`src/rtl/bmf_h_decoder_pkg.sv`:
```
// Shared defaults and types for the Boolean matrix-factorisation H decoder.
// A basis row holds M output bits; the matrix holds one row per latent factor.
package bmf_h_decoder_pkg;
  localparam int K_DEF = 3;
  localparam int M_DEF = 4;

  typedef logic [M_DEF-1:0] row_t;
  typedef row_t [K_DEF-1:0] matrix_t;
endpackage

```
`src/rtl/bmf_matrix_regs.sv`:
```
// Shadow/active basis matrices with a sticky flag for out-of-range row writes.
// The commit copies the shadow as it stood before any write landing on the same edge.
module bmf_matrix_regs
  import bmf_h_decoder_pkg::*;
#(
  parameter int K  = K_DEF,
  parameter int M  = M_DEF,
  parameter int CW = 1
) (
  input  logic                  clk,
  input  logic                  rst_n,
  input  logic                  cfg_we,
  input  logic [CW-1:0]         cfg_row,
  input  logic [M-1:0]          cfg_data,
  input  logic                  cfg_commit,
  output logic [K-1:0][M-1:0]   h_active,
  output logic                  cfg_err
);
  logic [K-1:0][M-1:0] shadow_q, shadow_d;
  logic [K-1:0][M-1:0] active_q, active_d;
  logic                err_q, err_d;
  logic                row_ok;

  always_comb begin
    shadow_d = shadow_q;
    active_d = active_q;
    err_d    = err_q;
    row_ok   = 1'b0;
    if (cfg_commit) active_d = shadow_q;
    for (int r = 0; r < K; r++) begin
      if (cfg_row == CW'(r)) begin
        row_ok = 1'b1;
        if (cfg_we) shadow_d[r] = cfg_data;
      end
    end
    if (cfg_we && !row_ok) err_d = 1'b1;
  end

  always_ff @(posedge clk or negedge rst_n) begin
    if (!rst_n) begin
      shadow_q <= '0;
      active_q <= '0;
      err_q    <= 1'b0;
    end else begin
      shadow_q <= shadow_d;
      active_q <= active_d;
      err_q    <= err_d;
    end
  end

  assign h_active = active_q;
  assign cfg_err  = err_q;
endmodule

```
`src/rtl/bmf_h_decoder.sv`:
```
// Two-stage Boolean matrix-product decoder: S1 captures the K x M AND terms,
// S2 captures the per-output OR reduction. Ready/valid with bubble collapse.
module bmf_h_decoder
  import bmf_h_decoder_pkg::*;
#(
  parameter int K = K_DEF,
  parameter int M = M_DEF
) (
  input  logic                               clk,
  input  logic                               rst_n,
  input  logic                               cfg_we,
  input  logic [((K > 1) ? $clog2(K) : 1)-1:0] cfg_row,
  input  logic [M-1:0]                       cfg_data,
  input  logic                               cfg_commit,
  output logic                               cfg_err,
  input  logic                               in_valid,
  output logic                               in_ready,
  input  logic [K-1:0]                       in_k,
  output logic                               out_valid,
  input  logic                               out_ready,
  output logic [M-1:0]                       out_y,
  output logic [15:0]                        out_count
);
  localparam int CW = (K > 1) ? $clog2(K) : 1;

  logic [K-1:0][M-1:0] h_active, and_terms;
  logic [K-1:0][M-1:0] s1_and_q, s1_and_d;
  logic [2:1]          vld_pipe_q, vld_pipe_d;
  logic [M-1:0]        out_y_q, out_y_d, or_red;
  logic [15:0]         out_count_q, out_count_d;
  logic                s1_adv, s2_adv;

  bmf_matrix_regs #(.K(K), .M(M), .CW(CW)) u_regs (
    .clk        (clk),
    .rst_n      (rst_n),
    .cfg_we     (cfg_we),
    .cfg_row    (cfg_row),
    .cfg_data   (cfg_data),
    .cfg_commit (cfg_commit),
    .h_active   (h_active),
    .cfg_err    (cfg_err)
  );

  // Terms use the active matrix as it stands at the accepting edge.
  for (genvar j = 0; j < K; j++) begin : g_and
    assign and_terms[j] = {M{in_k[j]}} & h_active[j];
  end

  assign s2_adv = !vld_pipe_q[2] || out_ready;
  assign s1_adv = !vld_pipe_q[1] || s2_adv;

  always_comb begin
    or_red = '0;
    for (int j = 0; j < K; j++) or_red = or_red | s1_and_q[j];
  end

  always_comb begin
    vld_pipe_d  = vld_pipe_q;
    s1_and_d    = s1_and_q;
    out_y_d     = out_y_q;
    out_count_d = out_count_q;
    if (s1_adv) begin
      vld_pipe_d[1] = in_valid;
      if (in_valid) s1_and_d = and_terms;
    end
    if (s2_adv) begin
      vld_pipe_d[2] = vld_pipe_q[1];
      if (vld_pipe_q[1]) out_y_d = or_red;
    end
    if (vld_pipe_q[2] && out_ready) out_count_d = out_count_q + 16'd1;
  end

  always_ff @(posedge clk or negedge rst_n) begin
    if (!rst_n) begin
      vld_pipe_q  <= '0;
      s1_and_q    <= '0;
      out_y_q     <= '0;
      out_count_q <= '0;
    end else begin
      vld_pipe_q  <= vld_pipe_d;
      s1_and_q    <= s1_and_d;
      out_y_q     <= out_y_d;
      out_count_q <= out_count_d;
    end
  end

  assign in_ready  = s1_adv;
  assign out_valid = vld_pipe_q[2];
  assign out_y     = out_y_q;
  assign out_count = out_count_q;
endmodule

```
`config.mk`:
```
export PLATFORM = sky130hd
export DESIGN_NAME = bmf_h_decoder
export DESIGN_NICKNAME = d
export VERILOG_FILES = /design/src/rtl/bmf_h_decoder_pkg.sv /design/src/rtl/bmf_matrix_regs.sv /design/src/rtl/bmf_h_decoder.sv
export SDC_FILE = /design/constraint.sdc
export NUM_CORES = 1
export LEC_CHECK = 0
export ABC_AREA = 1
export CAP_MARGIN = 40
export CORE_AREA = 2 2 104 76
export DETAILED_ROUTE_END_ITERATION = 16
export DIE_AREA = 0 0 106 78
export PLACE_DENSITY = 0.58
export SKIP_LAST_GASP = 1
export SLEW_MARGIN = 5
export SYNTH_ARGS = -nofsm -noshare
export SYNTH_HDL_FRONTEND = slang
export SYNTH_SLANG_ARGS = --single-unit
```
`constraint.sdc`:
```
create_clock -name clk -period 2.5 [get_ports clk]
set_input_delay 0.5 -clock clk [delete_from_list [all_inputs] [get_ports clk]]
set_output_delay 0.5 -clock clk [all_outputs]
set_load 0.03 [all_outputs]
```
* Word-level counts from Yosys, hierarchy flattened
Cells that the tools add are included.
** Word-level totals
- Bits in registers :: 59
- Output and inout port bits :: 23
- Logic and storage cells :: 38
** Operators by class
- $add $sub $neg :: 1
- Equal/unequal tests :: 2
- Multiplexer cells :: 3
- Bitwise operators :: 5
- Reduce and logical (&&, ||, !) cells :: 13
** Operators by type and width (number)
- $add 16x1->16 const B :: 1
- $and 4x4->4 :: 3
- $reduce_and 2->1 :: 5
- $or 4x4->4 :: 2
- $logic_not 1->1 :: 3
- $mux 1 :: 3
- $eq 2x1->1 const B :: 1
- $eq 2x2->1 const B :: 1
- $logic_and 1x1->1 :: 2
- $logic_not 2->1 :: 1
- $logic_or 1x1->1 :: 2

* Longest topological paths before layout
Gate-level depths: netlist of the first run.
- Depth after elaboration :: 6
- Depth in mapped cells :: 9
- Mapped depth without buffers :: 9

* Hierarchy
Synthesis of the first run repeated with hierarchy kept, for this count alone.
** Unflattened totals
- Cells, all modules :: 277
- Area total of the unflattened synthesis :: 2533.7 µm²
** Modules (own cells, without submodules)
- bmf_h_decoder :: instances 1, cells an instance 167, area each 1515.2 µm², seq. area each 850.8 µm²
- bmf_matrix_regs :: instances 1, cells an instance 110, area each 1018.5 µm², seq. area each 625.6 µm²

* Worst setup path before layout of the first run
No wires, ideal clock.
- Kind :: reg-to-reg
- From :: reg vld_pipe_q[2] (netlist bit)
- To :: reg s1_and_q[10] (netlist bit)
- Setup time :: 126 ps
- Data arrival time :: 1387 ps
- Data required time :: 2374 ps
- Setup slack :: 987 ps
- Cell stages (with the launch flop) :: 7
- Buffers on the path :: 1
- Cells stage by stage :: dfrtp_1 > nand3_2 > nand2_1 > inv_1 > buf_4 > nand3_1 > o21ai_0
** Between the ends
- Cells in the longest elaborated chain, start to end :: 4
** Ends and longest elaborated chain
- start: declaration :: RTL line bmf_h_decoder.sv:28 : logic [2:1] vld_pipe_q, vld_pipe_d;
- start signal: assignment :: RTL line bmf_h_decoder.sv:80 : vld_pipe_q <= vld_pipe_d;
- $logic_not 1->1 :: RTL line bmf_h_decoder.sv:49 : assign s2_adv = !vld_pipe_q[2] || out_ready;
- $logic_or 1x1->1 :: RTL line bmf_h_decoder.sv:49
- $logic_or 1x1->1 :: RTL line bmf_h_decoder.sv:50 : assign s1_adv = !vld_pipe_q[1] || s2_adv;
- via in_ready :: RTL line bmf_h_decoder.sv:17 : output logic in_ready,
- $reduce_and 2->1 (no line)
- end signal: assignment :: RTL line bmf_h_decoder.sv:81 : s1_and_q <= s1_and_d;
- end: declaration :: RTL line bmf_h_decoder.sv:27 : logic [K-1:0][M-1:0] s1_and_q, s1_and_d;
The timed path passes the listed nets, and every way through them passes these cells.
A chain may end at the register's enable or synchronous reset.

* Final worst setup path of the first run
- From :: in out_ready
- To :: out in_ready
** Between the ends
- Cells in the longest elaborated chain, start to end :: 2
** Ends and longest elaborated chain
- start: declaration :: RTL line bmf_h_decoder.sv:20 : input logic out_ready,
- $logic_or 1x1->1 :: RTL line bmf_h_decoder.sv:49
- $logic_or 1x1->1 :: RTL line bmf_h_decoder.sv:50
- end: declaration :: RTL line bmf_h_decoder.sv:17
Every way passes these cells.

==> run metrics, run 1 <==
R2R Setup Slk=1.03 ns; Port Buffers=37; fin. max-slew vios=0; Placed Area=0.00299 mm2; GRT overflow=0; YS warnings=0; final core utilization=44.9%; Final WS setup=0.139 ns; fillcell total=707; Sequential Power Share=43.0%; Peak VDD IR=247 uV; Synthesized Nets=271; Critical Path Max Stage Delay=0.67 ns; mapped cell area=0.00249 mm2; Power Internal=2.09 mW; area occupied by multi-input gates=842 um2; average cell area after synthesis=9.76 um2; share of total power in the clock network=35.4%; crit share post-route=94.5%; final setup vio count=0; Worst-path clk slew=0.06 ns; Clock Path Buffers=2; count of buffer and inverter cells on the critical path=3; Residual DRC=0; sw frac=29.0%; post-route cell area=0.00323 mm2; status=finished, final reports clean; Seq cells post-synth=59; delay-heaviest family, CP=buffers and inverters; post-layout minimum cycle time=2.36 ns; IO Pins=38; Fmax=423 MHz; FP Rows=26; critical path class=input pin to primary output; chip height=78 um; met1 usage=20.1%; CP Launch Type=input pin; ant diodes=0; max-cap viol count=0; Clock Latency Late Sink=0.32 ns; TritonCTS Sinks=59; WL final=4940 um; grt met2 use=16.5%; Comb power frac=21.7%; Layout area overhead=29.7%; crit end category=primary output; share of cells above drive strength 1=11.7%; GP Congestion=0.766; CP Cell Sequence=clkdlybuf4s50_1 -> inv_1 -> nand3_2 -> clkdlybuf4s50_1; Worst R2R Start=out_count[1]; CTS tree=done; hold-fix buffers at CTS=0; vias per inst=4.44; DRT iter0 DRCs=127; PwrDens=912 mW/mm2; CP max-delay cell=clkdlybuf4s50_1; Placement Setup Slack=0.138 ns; core area=0.00719 mm2; Psw=0.853 mW; average routed wire per standard cell=12.2 um; DP HPWL=3560 um; Worst slew margin=62.6%; Layout Skew=0.00341 ns; largest net degree at the start of global routing=60; WHS=0.169 ns; post-CTS setup buffers=0; antenna violations before repair=0; Hold Path Class=input pin to asynchronous set/reset pin; Synth cell types=22; Sequential cell area=0.00148 mm2; full die area=0.00827 mm2; Post-DRT Antenna Nets=0; post_cts resized=0; CP dominant cell by count=clkdlybuf4s50_1; number of global-route vias before repair=1638; total track usage=13.1%; Final Power=2.94 mW; first-pass GRT wire length=8310 um; Leak=1.52 nW; r2r endpoint=out_count[14]; RSZ-0062 raised after global routing=false; WP data arrival=1.86 ns; final instance count without filler cells=405; Worst Path Max Fanout=3; Mapped Cells=255; sequential area share after synthesis=59.3%; total CTS buffers=9; Cells after DPL=389; Pre-Repair DR Iteration Count=4; # H-tree levels=3; Die W=106 um; GRT Max-Usage Layer=met1; setup TNS=0 ns; Worst Max-Slew Pin Slew=0.560 ns; endpoints failing hold=0; initial core utilization=34.6%; Worst Reg2Reg Path Length in Cells=8; via count=1798; clock root cell=clkbuf_8; met3 GRT Util=5.38%; CP required=2.00 ns; final net count=318
[metal layers]
layer	vias up	routed length [um]
met5	-	0
met4	0	33
met3	2	157
met2	31	2000
met1	848	2750
li1	917	-
[cells in the mapped netlist]
cell      number  area (um2)
a21oi_1        1        5.00
a31o_2         1        8.76
a41oi_1        4        35.0
buf_2          1        5.00
buf_4          1        7.51
clkbuf_2       1        5.00
dfrtp_1       59        1480
ha_1           1        12.5
inv_1         40         150
inv_2          1        3.75
mux2_2        12         135
nand2_1       48         180
nand2_4        1        11.3
nand3_1       20         100
nand3_2        1        10.0
nand4_1        5        31.3
nor2_1        20        75.1
nor3_1         2        10.0
nor3_2         2        20.0
o21ai_0       24         120
xnor2_1        3        26.3
xor2_1         7        61.3
[worst max path at each step]
| stage | start | endpoint | slack (ns) | depth (start not counted) |
|---|---|---|---|---|
| global placement | out_ready | in_ready | 0.15 | 4 |
| finish | out_ready | in_ready | 0.14 | 4 |
| floorplan | vld_pipe_q[2] | s1_and_q[10] | 0.99 | 6 |
| global route | out_ready | in_ready | 0.07 | 4 |
| CTS | out_ready | in_ready | 0.13 | 4 |
| detailed placement | out_ready | in_ready | 0.14 | 4 |
[cell families after synthesis]
family / synth area share [%]
and+or+nand+nor: 17.6
buffers and inverters: 6.88
xor gates and xnor gates: 3.52
muxes: 5.43
AOI/OAI and AO/OA: 6.78
adders and majority gates: 0.502
DFF: 59.3
[area by class of cell]
cell class / count / share of cell area (%)
flip-flops and latches: 59 / 45.7
repair buffers: 39 / 12.2
clock inverters: 5 / 3.10
well taps: 98 / 3.80
clock buffers: 11 / 4.38
inverters: 41 / 4.77
multi-input cells: 152 / 26.1
[power by group through the flow]
| stage | combinational (mW) | sequential (mW) | clock, mW |
|---|---|---|---|
| floorplan | 0.247 | 1.39 | 0 |
| global placement | 0.636 | 1.28 | 0 |
| detailed placement | 0.645 | 1.28 | 0 |
| CTS | 0.647 | 1.27 | 1.07 |
| global route | 0.702 | 1.29 | 1.12 |
| finish | 0.639 | 1.26 | 1.04 |
[flip-flops by register name, indices dropped and copies added, names as in the netlist]
register         count
out_count           16
s1_and_q            12
u_regs.h_active     12
u_regs.shadow_q     12
out_y                4
vld_pipe_q           2
u_regs.cfg_err       1
[cell usage in the layout, fill, tap and decap left out]
cell type / count
clkdlybuf4s50_1: 36
ha_1: 1
inv_2: 1
clkbuf_1: 1
inv_1: 40
nand3_1: 20
nor3_1: 2
nand4_1: 5
bufinv_16: 3
a31o_2: 1
xor2_1: 7
a41oi_1: 4
o21ai_0: 24
clkbuf_8: 10
buf_12: 1
nand3_2: 1
xnor2_1: 3
nor2_1: 20
nor3_2: 2
buf_4: 1
nand2_1: 48
nand2_4: 1
buf_2: 1
a21oi_1: 1
mux2_2: 12
dfrtp_1: 59
clkinv_2: 2
Power figures use the tool's default switching activity.
==> run 2: changes to the inputs <==
--- a/config.mk
+++ b/config.mk
@@ -7,9 +7,9 @@
 export LEC_CHECK = 0
 export ABC_AREA = 1
 export CAP_MARGIN = 40
-export CORE_AREA = 2 2 104 76
+export CORE_AREA = 2 2 67 117
 export DETAILED_ROUTE_END_ITERATION = 16
-export DIE_AREA = 0 0 106 78
+export DIE_AREA = 0 0 69 119
 export PLACE_DENSITY = 0.58
 export SKIP_LAST_GASP = 1
 export SLEW_MARGIN = 5
==> run 2 against run 1 <==
Cell area increased by 2.3%. Sequential share of layout area decreased by 1.0 points. First-iteration DRC count down 39%. Critical endpoint unchanged. Largest cell class unchanged. Largest power group is now clock.
==> run metrics, run 2 (synthesis results as in run 1) <==
Die W=69 um (-35%); final net count=318 (unchanged); average routed wire per standard cell=12.1 um (-0.75%); FP Rows=42 (+62%); most common cell after layout, fill and taps aside=dfrtp_1; post-route cell area=0.00330 mm2 (+2.3%); Placed Area=0.00298 mm2 (-0.42%); most frequent cells in the layout=dfrtp_1 (59), nand2_1 (48), inv_1 (40), clkdlybuf4s50_1 (36), o21ai_0 (24); endpoints failing hold=0 (unchanged); Worst Max-Slew Pin Slew=0.684 ns (+0.125 ns); crit end category=primary output; PwrDens=973 mW/mm2 (+6.7%); Port Buffers=37 (unchanged); CP required=2.00 ns (about the same); largest net degree at the start of global routing=31 (-48%); chip height=119 um (+53%); antenna violations before repair=0 (unchanged); clock root cell=clkbuf_16; fin. max-slew vios=0 (unchanged); setup TNS=0 ns (unchanged); GRT overflow=0 (unchanged); Worst Path Max Fanout=3 (unchanged); Clock Latency Late Sink=0.32 ns (about the same); ant diodes=0 (unchanged); Hold Path Class=input pin to asynchronous set/reset pin; RSZ-0062 raised after global routing=false; Pre-Repair DR Iteration Count=4 (unchanged); Layout area overhead=32.7%; full die area=0.00821 mm2 (-0.69%); DRT iter0 DRCs=77 (-39%); Layout Skew=0.00719 ns (+0.00378 ns); critical path class=input pin to primary output; CP Launch Type=input pin; # H-tree levels=3 (unchanged); DP HPWL=3610 um (+1.4%); crit share post-route=94.6% (+0.12 points); TritonCTS Sinks=59 (unchanged); initial core utilization=33.8% (-0.79 points); post-layout minimum cycle time=2.36 ns (+0.00299 ns); total track usage=13.0% (-0.10 points); CP max-delay cell=clkdlybuf4s50_1; number of flip-flops in the largest register=16 (unchanged); post_cts resized=0 (unchanged); Critical Path Max Stage Delay=0.67 ns (about the same); vias per inst=4.64 (+4.5%); WL final=4790 um (-3.2%); GP Congestion=0.757 (-1.3%); Clock Path Buffers=2 (unchanged); CP dominant cell by count=clkdlybuf4s50_1; Cells after DPL=379 (-2.6%); status=finished, final reports clean; total CTS buffers=9 (unchanged); Worst slew margin=54.4% (-8.3 points); first-pass GRT wire length=8250 um (-0.83%); core area=0.00736 mm2 (+2.3%); CP Cell Sequence=clkdlybuf4s50_1 -> inv_1 -> nand3_2 -> clkdlybuf4s50_1; WHS=0.225 ns (+0.0565 ns); Worst Reg2Reg Path Length in Cells=8 (unchanged); Fmax=423 MHz (-0.13%); share of cells above drive strength 1=12.1% (+0.33 points); Post-DRT Antenna Nets=0 (unchanged); number of global-route vias before repair=1797 (+9.7%); max-cap viol count=0 (unchanged); fillcell total=717 (+1.4%); CTS tree=done; Residual DRC=0 (unchanged); post-CTS setup buffers=0 (unchanged); final core utilization=44.9% (about the same); IO Pins=38 (unchanged); final setup vio count=0 (unchanged); WP data arrival=1.86 ns (about the same); final instance count without filler cells=395 (-2.5%); Leak=1.56 nW (+2.8%); Peak VDD IR=503 uV (+100%); via count=1833 (+1.9%); hold-fix buffers at CTS=0 (unchanged); Worst-path clk slew=0.05 ns (about the same)
## run 2: cell types whose count changed in the layout (fill, tap and decap cells not counted), sizes merged
cell | before | now
bufinv | 3 | 2
clkinv | 2 | 3
## run 2: layout make-up
type	instances	area, um2	area share [%]
clock buffer	11	253	7.65
clock inverter	5	75.1	2.27
inverter	41	154	4.66
multi-input combinational	152	842	25.5
sequential	59	1480	44.7
tap	88	110	3.33
timing repair buffer	39	393	11.9
## run 2: power breakdown
group	switching, mW	internal (mW)	total, mW
Combinational	0.364	0.274	0.638
Clock	0.401	0.919	1.32
Sequential	0.122	1.13	1.25
Total	0.887	2.33	3.21
## run 2: final timing paths
path | end | from | slack (ns)
max | in_ready | out_ready | 0.14
min | out_count[0] | rst_n | 0.23
max reg2reg | out_count[14] | out_count[1] | 1.06
min reg2reg | u_regs.cfg_err | u_regs.cfg_err | 0.47
max in group asynchronous | u_regs.h_active[6] | rst_n | 1.68
min in group clk | u_regs.cfg_err | u_regs.cfg_err | 0.47
## run 2: layer usage
layer,vias up,share of wire (%),GRT usage [%]
met2,37,54,22.7
met1,878,40,13.9
met3,7,4.5,4.15
li1,911,-,-
met5,-,0,0
met4,0,1.9,6.62
## run 2: per-stage QoR
stage | setup WS (ns) | power, mW
after detailed placement | 0.125 | 1.92
after CTS | 0.126 | 3.26
after global placement | 0.138 | 1.90
after global routing | 0.0877 | 3.37
final | 0.136 | 3.21
after floorplan | 0.987 | 1.64
## run 2: worst max-delay path: cells and delay by family
kind          cells  cell delay (ns)
buf+inv           3             1.28
simple gates      1             0.08
==> run 3: changes to the inputs <==
--- a/config.mk
+++ b/config.mk
@@ -12,7 +12,8 @@
 export DIE_AREA = 0 0 69 119
 export PLACE_DENSITY = 0.58
 export SKIP_LAST_GASP = 1
-export SLEW_MARGIN = 5
+export SLEW_MARGIN = 20
 export SYNTH_ARGS = -nofsm -noshare
 export SYNTH_HDL_FRONTEND = slang
 export SYNTH_SLANG_ARGS = --single-unit
+export TNS_END_PERCENT = 10
==> results of run 3 <==
The final DEF is identical to that of run 2; final timing and power are the same.
